### config.mk
export PLATFORM = sky130hd
export DESIGN_NAME = regfile_wb_arbiter
export DESIGN_NICKNAME = d
export VERILOG_FILES = /design/src/rtl/regfile_wb_arbiter.sv
export SDC_FILE = /design/constraint.sdc
export NUM_CORES = 1
export LEC_CHECK = 0
export ABC_AREA = 1
export CAP_MARGIN = 20
export CORE_MARGIN = 1.5
export CORE_UTILIZATION = 40
export DETAILED_ROUTE_END_ITERATION = 16
export PLACE_DENSITY = 0.87
export SLEW_MARGIN = 30
export SYNTH_ARGS = -nofsm -noshare
export SYNTH_HDL_FRONTEND = slang
export SYNTH_SLANG_ARGS = --single-unit
### constraint.sdc
create_clock -name clk -period 1.48 [get_ports clk]
set_input_delay 0.296 -clock clk [delete_from_list [all_inputs] [get_ports clk]]
set_output_delay 0.296 -clock clk [all_outputs]
set_load 0.03 [all_outputs]
### src/rtl/regfile_wb_arbiter.sv
// Register-file write-port owner: round-robin arbitration between the ALU (req0)
// and the load unit (req1), plus an init sweep that writes INIT_VALUE to every
// register. All regfile write signals are registered (one-cycle write latency).
//
// state   | meaning
// --------+-----------------------------------------------
// ST_ARB  | normal arbitration between the two requesters
// ST_INIT | init sweep in progress, requesters stalled
module regfile_wb_arbiter #(
   parameter int AW = 6,
   parameter int DW = 32,
   parameter int NREGS = 64,
   parameter logic [DW-1:0] INIT_VALUE = '0
) (
   input  logic          clk,
   input  logic          reset,
   input  logic          init,
   output logic          busy,
   output logic          init_done,
   input  logic          req0_valid,
   output logic          req0_ready,
   input  logic [AW-1:0] req0_addr,
   input  logic [DW-1:0] req0_data,
   input  logic          req1_valid,
   output logic          req1_ready,
   input  logic [AW-1:0] req1_addr,
   input  logic [DW-1:0] req1_data,
   output logic          rf_we,
   output logic [AW-1:0] rf_wa,
   output logic [DW-1:0] rf_wd
);

   typedef enum logic {ST_ARB, ST_INIT} state_t;

   // One extra counter bit so NREGS == 2**AW reaches its last value without wrapping.
   localparam logic [AW:0] CNT_LAST = (AW+1)'(NREGS - 1);

   state_t      state;
   logic        prio;
   logic [AW:0] cnt;
   logic        arb_open;
   logic        grant0;
   logic        grant1;

   // Grant decode: a lone requester always wins, prio breaks ties; init blocks all grants.
   assign arb_open   = (state == ST_ARB) & ~init;
   assign grant0     = req0_valid & (~req1_valid | ~prio);
   assign grant1     = req1_valid & (~req0_valid | prio);
   assign req0_ready = arb_open & grant0;
   assign req1_ready = arb_open & grant1;
   assign busy       = (state == ST_INIT);

   // Sequencer, priority pointer and registered regfile write port.
   always_ff @(posedge clk) begin
      if (reset) begin
         state     <= ST_ARB;
         prio      <= 1'b0;
         cnt       <= '0;
         rf_we     <= 1'b0;
         rf_wa     <= '0;
         rf_wd     <= '0;
         init_done <= 1'b0;
      end else begin
         rf_we     <= 1'b0;
         init_done <= 1'b0;
         case (state)
            ST_ARB: begin
               if (init) begin
                  state <= ST_INIT;
                  cnt   <= '0;
               end else if (req0_ready) begin
                  rf_we <= 1'b1;
                  rf_wa <= req0_addr;
                  rf_wd <= req0_data;
                  prio  <= 1'b1;
               end else if (req1_ready) begin
                  rf_we <= 1'b1;
                  rf_wa <= req1_addr;
                  rf_wd <= req1_data;
                  prio  <= 1'b0;
               end
            end
            ST_INIT: begin
               rf_we <= 1'b1;
               rf_wa <= cnt[AW-1:0];
               rf_wd <= INIT_VALUE;
               cnt   <= cnt + 1'b1;
               // The final write lands in the first ARB cycle, so pending requests
               // are granted there with no gap and no port conflict.
               if (cnt == CNT_LAST) begin
                  state     <= ST_ARB;
                  init_done <= 1'b1;
               end
            end
            default: state <= ST_ARB;
         endcase
      end
   end

endmodule

==> run summary, run 1 <==
Avg Cell Area, Syn -> 7.74 sq um
R2r endpoint -> cnt[5]
Top post-synthesis cells by area -> dfxtp_1 (40%), nand2_1 (17%), o211ai_2 (13%)
Largest area contributor in the synthesized netlist -> dfxtp_1
Hold-fix buffers, CTS -> 0
Cell variety after synth -> 24
All-layer global routing usage -> 0.204
Top cells by count, synth -> nand2_1 (111), dfxtp_1 (49), inv_1 (36)
Core footprint -> 0.00592 sq mm
Hold_sp -> rf_wd[23]
Synth warn -> 0
Hold depth -> 2
Max-slew violation count -> 0
DRT antenna net count -> 0
TritonCTS Buffers -> 5
#FFs+latches synth -> 49
RePlAce Congestion -> 0.872
Max Freq -> 666 MHz
Worst setup SP type -> flop
Reg2reg path depth -> 6
Worst hold slack -> 0.448 ns
Vias in the first global route -> 2,384
Antenna cells -> 0
Clock-pin slew on the worst setup and hold paths -> 0.09 ns
Unrepaired setup endpoints after global routing -> true
Chip width -> 81.4 microns
Starting density of the core -> 0.415
MaxCap Viol Count -> 0
Post-detail-place hpwl -> 5.11 mm
Maximum vdd drop -> 661 uV
Worst r2r src -> busy
Leak Pwr -> 2.01 nW
Global-route wire length before repair -> 10.4 mm
Status -> finished, violations left
CTS max path bufs -> 2
Number of port buffers -> 123
Area Growth Syn to Fin -> 62.8%
DR DRC count -> 0
Die Height -> 81.4 microns
Most common flop cell mapped by yosys -> dfxtp_1
Crit share post-route -> 1.01
Worst slew margin -> 0.776
Vias/cell -> 4.77
Drt first pass iters -> 4
DP Worst Slack -> -0.315 ns
Nets -> 538
Antenna violations before repair -> 0
CP Capture Type -> output port
DRT Wirelength -> 6.77 mm
Setup slack after layout -> -0.0216 ns
Failing checks -> negative setup slack
Multi-input gate area -> 0.00120 sq mm
Skew final -> 0.00634 ns
1st-iter DRT viols -> 106
Worst-Skew Late Latency -> 0.30 ns
Critical path data arrival time -> 1.21 ns
Fillers -> 499
Die area -> 0.00663 sq mm
CTS root buffer -> clkbuf_8
Final Hold Viols -> 0
Most frequent cell after synthesis -> nand2_1
Post-synth EDFFs -> 0
Routed wire per std cell -> 12.7 microns
Class of the worst hold path -> flop to flop
CTS tree -> built
Required time of the worst setup path -> 1.18 ns
Async set-or-reset flop fraction in the synthesized netlist -> 0
Tmin final -> 1.50 ns
Least-Margin Pin Slew -> 0.337 ns
Largest net degree at the start of global routing -> 40
Synth Cell Area -> 0.00246 sq mm
Post-Syn Instances -> 318
Synth top area share -> 0.399
CTS H-tree depth -> 2
Clock sinks -> 49
Total gr overflow -> 0
Crit path max fanout -> 3
Worst Hold Path EP -> rf_wd[23]
Setup Crit Path Kind -> flop to output port
Via count -> 2,538
Post-synthesis sequential area ratio -> 0.399
Reg area -> 985 sq um
Flop-to-flop setup slack -> 0.11 ns
Ports -> 124
Power Dens Cells -> 845 mW/mm^2
Rows -> 28
Endpoints failing setup -> 1
Post-Syn Nets -> 400
Share of cells above drive strength 1 -> 0.175
-- power by group --
group          switching (W)  internal, W
clock network       0.000441     0.000671
logic               0.000431     0.000409
registers          0.0000411      0.00139
-- logic make-up (layout without fill, tap and decap cells) --
logic type / count (synthesis) / in the layout / synth area share
buf+inv: 55 / 194 / 0.121
compound gates: 52 / 52 / 0.191
fa+ha+maj: 1 / 1 / 0.00509
flops: 49 / 49 / 0.399
simple gates: 161 / 161 / 0.285
-- through the flow --
step	area [sq um]	power, W	TNS, ns	util	instances
after floorplan	2470	0.00188	0	-	318
after global placement	3860	0.00232	-8.00	0.653	520
after detailed placement	3860	0.00234	-9.47	0.653	520
after CTS	4000	0.00342	-0.0603	0.676	532
after global routing	4010	0.00354	-0.0846	0.676	532
final	4010	0.00338	-0.0216	0.676	532
-- how the worst max path moves through the flow --
stage	start	to	slack [ns]	cells past startpoint
floorplan	busy	req1_ready	0.07	5
global route	busy	req1_ready	-0.08	5
detailed placement	init	rf_wd[28]	-0.32	7
global placement	init	req0_ready	-0.28	6
finish	busy	req1_ready	-0.02	5
CTS	busy	req0_ready	-0.03	5
-- layout by cell type, fill, tap and decap left out, drive strengths merged --
master	netlist	final
dfxtp	49	49
nand4	6	6
clkinvlp	0	1
nor3	5	5
dlygate4sd2	0	42
or2	3	3
nor2	18	18
nand3	17	17
clkbuf	0	5
inv	36	35
clkinv	1	2
nand2	112	112
o21ai	17	17
clkdlybuf4s50	0	77
ha	1	1
o211ai	26	26
a21oi	8	8
bufinv	0	2
buf	18	30
a22oi	1	1
-- repair_timing --
| item | CTS | global route |
|---|---|---|
| pin swaps | 1 | 1 |
| endpoints found under the setup margin | 41 | 42 |
| gates resized for setup | 50 | 4 |
| setup buffers | 4 | 1 |
-- final cells by class --
class	count	area share
flip-flops and latches	49	0.246
well taps	75	0.0234
multi-input cells	214	0.301
repair buffers	149	0.360
inverters	37	0.0369
clock buffers	5	0.0172
clock inverters	3	0.0162
-- metal layers --
metal  wire length, microns  vias to the layer above  track usage
li1                       -                     1297            -
met1                   2670                     1129        0.227
met2                   3450                       99        0.370
met3                    517                       13       0.0533
met4                    138                        0       0.0776
met5                      0                        -            0
-- sequential cells by signal, summed over array words and instances, names as in the netlist --
| name | count |
|---|---|
| rf_wd | 32 |
| rf_we | 1 |
| busy | 1 |
| init_done | 1 |
| prio | 1 |
| rf_wa | 6 |
| cnt | 7 |
-- critical path, cell delays in order, from the launching register on --
cell	delay, ns
dfxtp_4	0.38
nor2_8	0.12
buf_6	0.12
nand2_4	0.04
a21oi_2	0.10
buf_6	0.14
(Power assumes the default switching activity.)
==> run 2, diff against run 1 <==
--- a/config.mk
+++ b/config.mk
@@ -7,6 +7,7 @@
 export LEC_CHECK = 0
 export ABC_AREA = 1
 export CAP_MARGIN = 20
+export CORE_ASPECT_RATIO = 2
 export CORE_MARGIN = 1.5
 export CORE_UTILIZATION = 40
 export DETAILED_ROUTE_END_ITERATION = 16
==> constraint.sdc (replaced) <==
create_clock -name clk -period 1.48 [get_ports clk]
set_input_delay 0.296 -clock clk [delete_from_list [all_inputs] [get_ports clk]]
set_output_delay 0.296 -clock clk [all_outputs]
set_load 0.02 [all_outputs]
==> run summary, run 2 (synthesis gave the netlist of run 1 again) <==
Status -> complete, no violations
Max Freq -> 702 MHz
Worst setup SP type -> flop
Fillers -> 507
CTS root buffer -> clkbuf_16
MaxCap Viol Count -> 0
Total power -> 0.00351 W
Crit path max fanout -> 4
Switching part of the total power -> 0.251
Share of cells above drive strength 1 -> 0.174
Critical path data arrival time -> 1.13 ns
Setup Crit Path Kind -> flop to output port
1st-iter DRT viols -> 66
Die Height -> 114 microns
Antenna violations before repair -> 0
Post-detail-place hpwl -> 5.62 mm
Hold-fix buffers, CTS -> 0
Maximum vdd drop -> 656 uV
Sequential power share -> 0.408
Class of the worst hold path -> flop to flop
CTS H-tree depth -> 2
Max reg flops -> 32
Die area -> 0.00666 sq mm
Worst path bufs/invs -> 1
Slowest CP cell -> dfxtp_4
Crit-path cells -> nor2_8, nand2_2, a21oi_1, buf_2
CTS max path bufs -> 2
Skew final -> 0.00253 ns
Multi-input gate area -> 0.00121 sq mm
Routed wire per std cell -> 14.0 microns
CP delay by family, top -> flip-flops
Nets -> 534
Starting density of the core -> 0.413
Gate power share -> 0.220
Worst slew margin -> 0.780
Clock sinks -> 49
Vias in the first global route -> 2,507
Drt first pass iters -> 4
Leak Pwr -> 1.99 nW
Global-route wire length before repair -> 11.3 mm
Least-Margin Pin Slew -> 0.329 ns
DRT Wirelength -> 7.25 mm
Biggest regs -> rf_wd x32, cnt x7, rf_wa x6
TritonCTS Buffers -> 5
Final Hold Viols -> 0
Rows -> 40
Vias/cell -> 4.93
Clock-pin slew on the worst setup and hold paths -> 0.06 ns
Internal power -> 0.00263 W
Unrepaired setup endpoints after global routing -> true
Antenna cells -> 0
Reg area -> 986 sq um
Max-slew violation count -> 0
Max incr delay on CP -> 0.37 ns
Power Dens Cells -> 881 mW/mm^2
Total gr overflow -> 0
Crit share post-route -> 0.963
Part of the power in the clock network -> 0.373
CTS tree -> built
Total Neg Setup Slack -> 0 ns
DRT antenna net count -> 0
Via count -> 2,542
Post-layout util -> 0.668
Required time of the worst setup path -> 1.18 ns
Area Growth Syn to Fin -> 61.8%
Ports -> 124
Worst-Skew Late Latency -> 0.28 ns
Largest net degree at the start of global routing -> 45
NetSw -> 0.000882 W
All-layer global routing usage -> 0.220
Commonest non-fill, non-tap cells in the layout -> nand2_1 (108), clkdlybuf4s50_1 (77), dfxtp_1 (47), dlygate4sd2_1 (42), inv_1 (35)
Most flops, register -> rf_wd
Chip width -> 58.5 microns
DR DRC count -> 0
Number of port buffers -> 123
CP Capture Type -> output port
Tmin final -> 1.43 ns
Core footprint -> 0.00596 sq mm
Endpoints failing setup -> 0
Commonest non-fill, non-tap cell in the layout -> nand2_1
Flop-to-flop setup slack -> 0.08 ns
RePlAce Congestion -> 0.812
[run 2: layout make-up]
cell class | instances | share of cell area
Clock inverter | 1 | 0.00754
Tap cell | 63 | 0.0198
Timing Repair Buffer | 145 | 0.348
Multi-Input combinational cell | 214 | 0.305
Clock buffer | 7 | 0.0358
Sequential cell | 49 | 0.248
Inverter | 37 | 0.0358
[run 2: final timing paths]
check / startpoint / to / cells past startpoint
setup / recovery: busy / req1_ready / 4
hold / removal: rf_wd[14] / rf_wd[14] / 2
setup reg to reg: busy / rf_wd[22] / 8
hold reg to reg: rf_wd[14] / rf_wd[14] / 2
[run 2: stage by stage]
stage	cells	setup WS, ns	instance area [sq um]	hold slack (ns)
6_report	516	0.0550	3980	0.447
5_1_grt	516	-0.00319	3980	0.466
4_1_cts	515	0.00519	3930	0.449
3_5_place_dp	507	-0.651	3820	0.438
3_3_place_gp	507	-0.590	3820	0.435
2_1_floorplan	318	0.0219	2460	0.438
[run 2: repair_timing]
item / in CTS / in global routing
buffers inserted: 0 / 1
cloned: 0 / 0
hold endpoints to repair: 0 / 0
gates resized for setup: 55 / 17
setup endpoints to repair: 85 / 43
pin swaps: 0 / 2
[run 2: tightest hold or removal path, stage by stage, from the launching register on]
cell and delay, ns:
dfxtp_1 0.31, nand2_1 0.06, nand2_1 0.04
[run 2: power by group through the flow]
stage / Combinational (W) / Clock (W) / Sequential [W]
4_1_cts: 0.000765 / 0.00134 / 0.00143
6_report: 0.000771 / 0.00131 / 0.00143
3_5_place_dp: 0.000812 / 0 / 0.00146
2_1_floorplan: 0.000287 / 0 / 0.00154
3_3_place_gp: 0.000794 / 0 / 0.00146
5_1_grt: 0.000830 / 0.00139 / 0.00144
[run 2: layer usage]
layer | wire, microns | global-route usage | up-vias
li1 | - | - | 1286
met1 | 2480 | 0.208 | 1141
met2 | 4120 | 0.426 | 92
met3 | 338 | 0.0363 | 23
met4 | 301 | 0.115 | 0
met5 | 0 | 0 | -
==> run 3, diff against run 2 <==
--- a/config.mk
+++ b/config.mk
@@ -16,3 +16,4 @@
 export SYNTH_ARGS = -nofsm -noshare
 export SYNTH_HDL_FRONTEND = slang
 export SYNTH_SLANG_ARGS = --single-unit
+export TNS_END_PERCENT = 10
==> run summary, run 3 (synthesis gave the netlist of run 1 again) <==
Vias in the first global route -> 2,507
Rows -> 40
Slowest CP cell -> dfxtp_4
Clock sinks -> 49
Met2 Wirelength -> 4.10 mm
CTS H-tree depth -> 2
CTS max path bufs -> 2
Sequential power share -> 0.407
Hold depth -> 2
Least-Margin Pin Slew -> 0.343 ns
Die Height -> 114 microns
Commonest non-fill, non-tap cell in the layout -> nand2_1
Flop-to-flop setup slack -> 0.08 ns
Leak Pwr -> 1.99 nW
Largest net degree at the start of global routing -> 45
Worst r2r src -> busy
R2r endpoint -> rf_wd[26]
Antenna violations before repair -> 0
Core footprint -> 0.00596 sq mm
Number of port buffers -> 123
DRT Wirelength -> 7.25 mm
Worst slew margin -> 0.771
NetSw -> 0.000884 W
Ports -> 124
Critical path data arrival time -> 1.15 ns
DRT antenna net count -> 0
M1 wire length -> 2.50 mm
Global-route wire length before repair -> 11.3 mm
Max incr delay on CP -> 0.37 ns
Switching part of the total power -> 0.252
Final Hold Viols -> 0
All-layer global routing usage -> 0.220
Tmin final -> 1.44 ns
Crit share post-route -> 0.975
Routed wire per std cell -> 14.1 microns
Vias/cell -> 4.99
Max-slew violation count -> 0
Share of cells above drive strength 1 -> 0.170
Max Used Layer -> met4
Power Dens Cells -> 882 mW/mm^2
DP Worst Slack -> -0.651 ns
Setup Crit Path Kind -> flop to output port
Status -> complete, no violations
Post-detail-place hpwl -> 5.62 mm
Chip width -> 58.5 microns
Unrepaired setup endpoints after global routing -> true
Most flops, register -> rf_wd
Maximum vdd drop -> 658 uV
CTS root buffer -> clkbuf_16
Worst Hold Path EP -> rf_wd[14]
Via count -> 2,574
Crit-path cells -> nor2_8, nand2_1, a21oi_1, buf_2
Class of the worst hold path -> flop to flop
Gate power share -> 0.219
1st-iter DRT viols -> 61
Biggest regs -> rf_wd x32, cnt x7, rf_wa x6
Non-filler instance count after layout -> 516
Total gr overflow -> 0
Nets -> 534
Antenna cells -> 0
Worst setup SP type -> flop
Clock-pin slew on the worst setup and hold paths -> 0.06 ns
Crit path max fanout -> 4
Max reg flops -> 32
Reg2reg path depth -> 8
Endpoints failing setup -> 0
Hold_sp -> rf_wd[14]
Die area -> 0.00666 sq mm
Setup slack after layout -> 0.0377 ns
Internal power -> 0.00263 W
Required time of the worst setup path -> 1.18 ns
Area Growth Syn to Fin -> 61.9%
RePlAce Congestion -> 0.812
Met3 wire length -> 344 microns
TritonCTS Buffers -> 5
Max Freq -> 693 MHz
DR DRC count -> 0
CTS tree -> built
Commonest non-fill, non-tap cells in the layout -> nand2_1 (109), clkdlybuf4s50_1 (77), dfxtp_1 (47), dlygate4sd2_1 (43), inv_1 (35)
Worst-Skew Late Latency -> 0.28 ns
Starting density of the core -> 0.413
Part of the power in the clock network -> 0.373
Drt first pass iters -> 4
MaxCap Viol Count -> 0
CP Capture Type -> output port
Post-layout util -> 0.668
Dpl cells -> 507
Skew final -> 0.00285 ns
## run 3: cell types whose count changed in the layout (fill, tap and decap cells not counted), sizes merged
cell / before / now
clkbuf: 8 / 7
dlygate4sd2: 42 / 43
## run 3: worst max-delay path by stage
stage | start | to | depth (start not counted)
6_report | busy | req1_ready | 4
3_5_place_dp | init | req1_ready | 5
2_1_floorplan | busy | req1_ready | 5
3_3_place_gp | init | req1_ready | 5
5_1_grt | init | req1_ready | 5
4_1_cts | busy | rf_wd[26] | 8
## run 3: worst max-delay path, delay by kind of cell, from the launching register on
family | cells | cell delay [ns]
buf+inv | 1 | 0.17
flops | 1 | 0.37
compound gates | 1 | 0.12
simple gates | 2 | 0.20
## run 3: repair_timing
item                                   4_1_cts  5_1_grt
resized for setup                           55       13
cloned                                       0        0
hold buffers                                 0        0
buffers inserted                             0        1
endpoints found under the hold margin        0        0
setup endpoints to repair                   85       43
pin swaps                                    0        1
## run 3: per-layer routing
metal	vias to the layer above	GRT usage
li1	1286	-
met2	97	0.426
met1	1165	0.208
met5	-	0
met3	26	0.0363
met4	0	0.115
## run 3: final cells by class
| cell class | count | area [sq um] |
|---|---|---|
| clock buffers | 7 | 143 |
| fillers | 506 | 1970 |
| inverters | 37 | 143 |
| multi-input cells | 214 | 1210 |
| clock inverters | 1 | 30.0 |
| well taps | 63 | 78.8 |
| repair buffers | 145 | 1390 |
| flip-flops and latches | 49 | 986 |
## run 3: per-stage QoR
step           TNS (ns)  power [W]  hold slack [ns]  area (sq um)
2_1_floorplan         0    0.00182            0.438          2460
3_3_place_gp     -14.01    0.00225            0.435          3820
3_5_place_dp     -16.67    0.00227            0.438          3820
4_1_cts               0    0.00354            0.449          3930
5_1_grt         -0.0444    0.00366            0.466          3980
6_report              0    0.00351            0.447          3980
## run 3: power groups by stage
stage / Clock (W) / Sequential, W / Combinational [W]
6_report: 0.00131 / 0.00143 / 0.000770
4_1_cts: 0.00134 / 0.00143 / 0.000765
3_5_place_dp: 0 / 0.00146 / 0.000812
5_1_grt: 0.00139 / 0.00144 / 0.000829
3_3_place_gp: 0 / 0.00146 / 0.000794
2_1_floorplan: 0 / 0.00154 / 0.000287
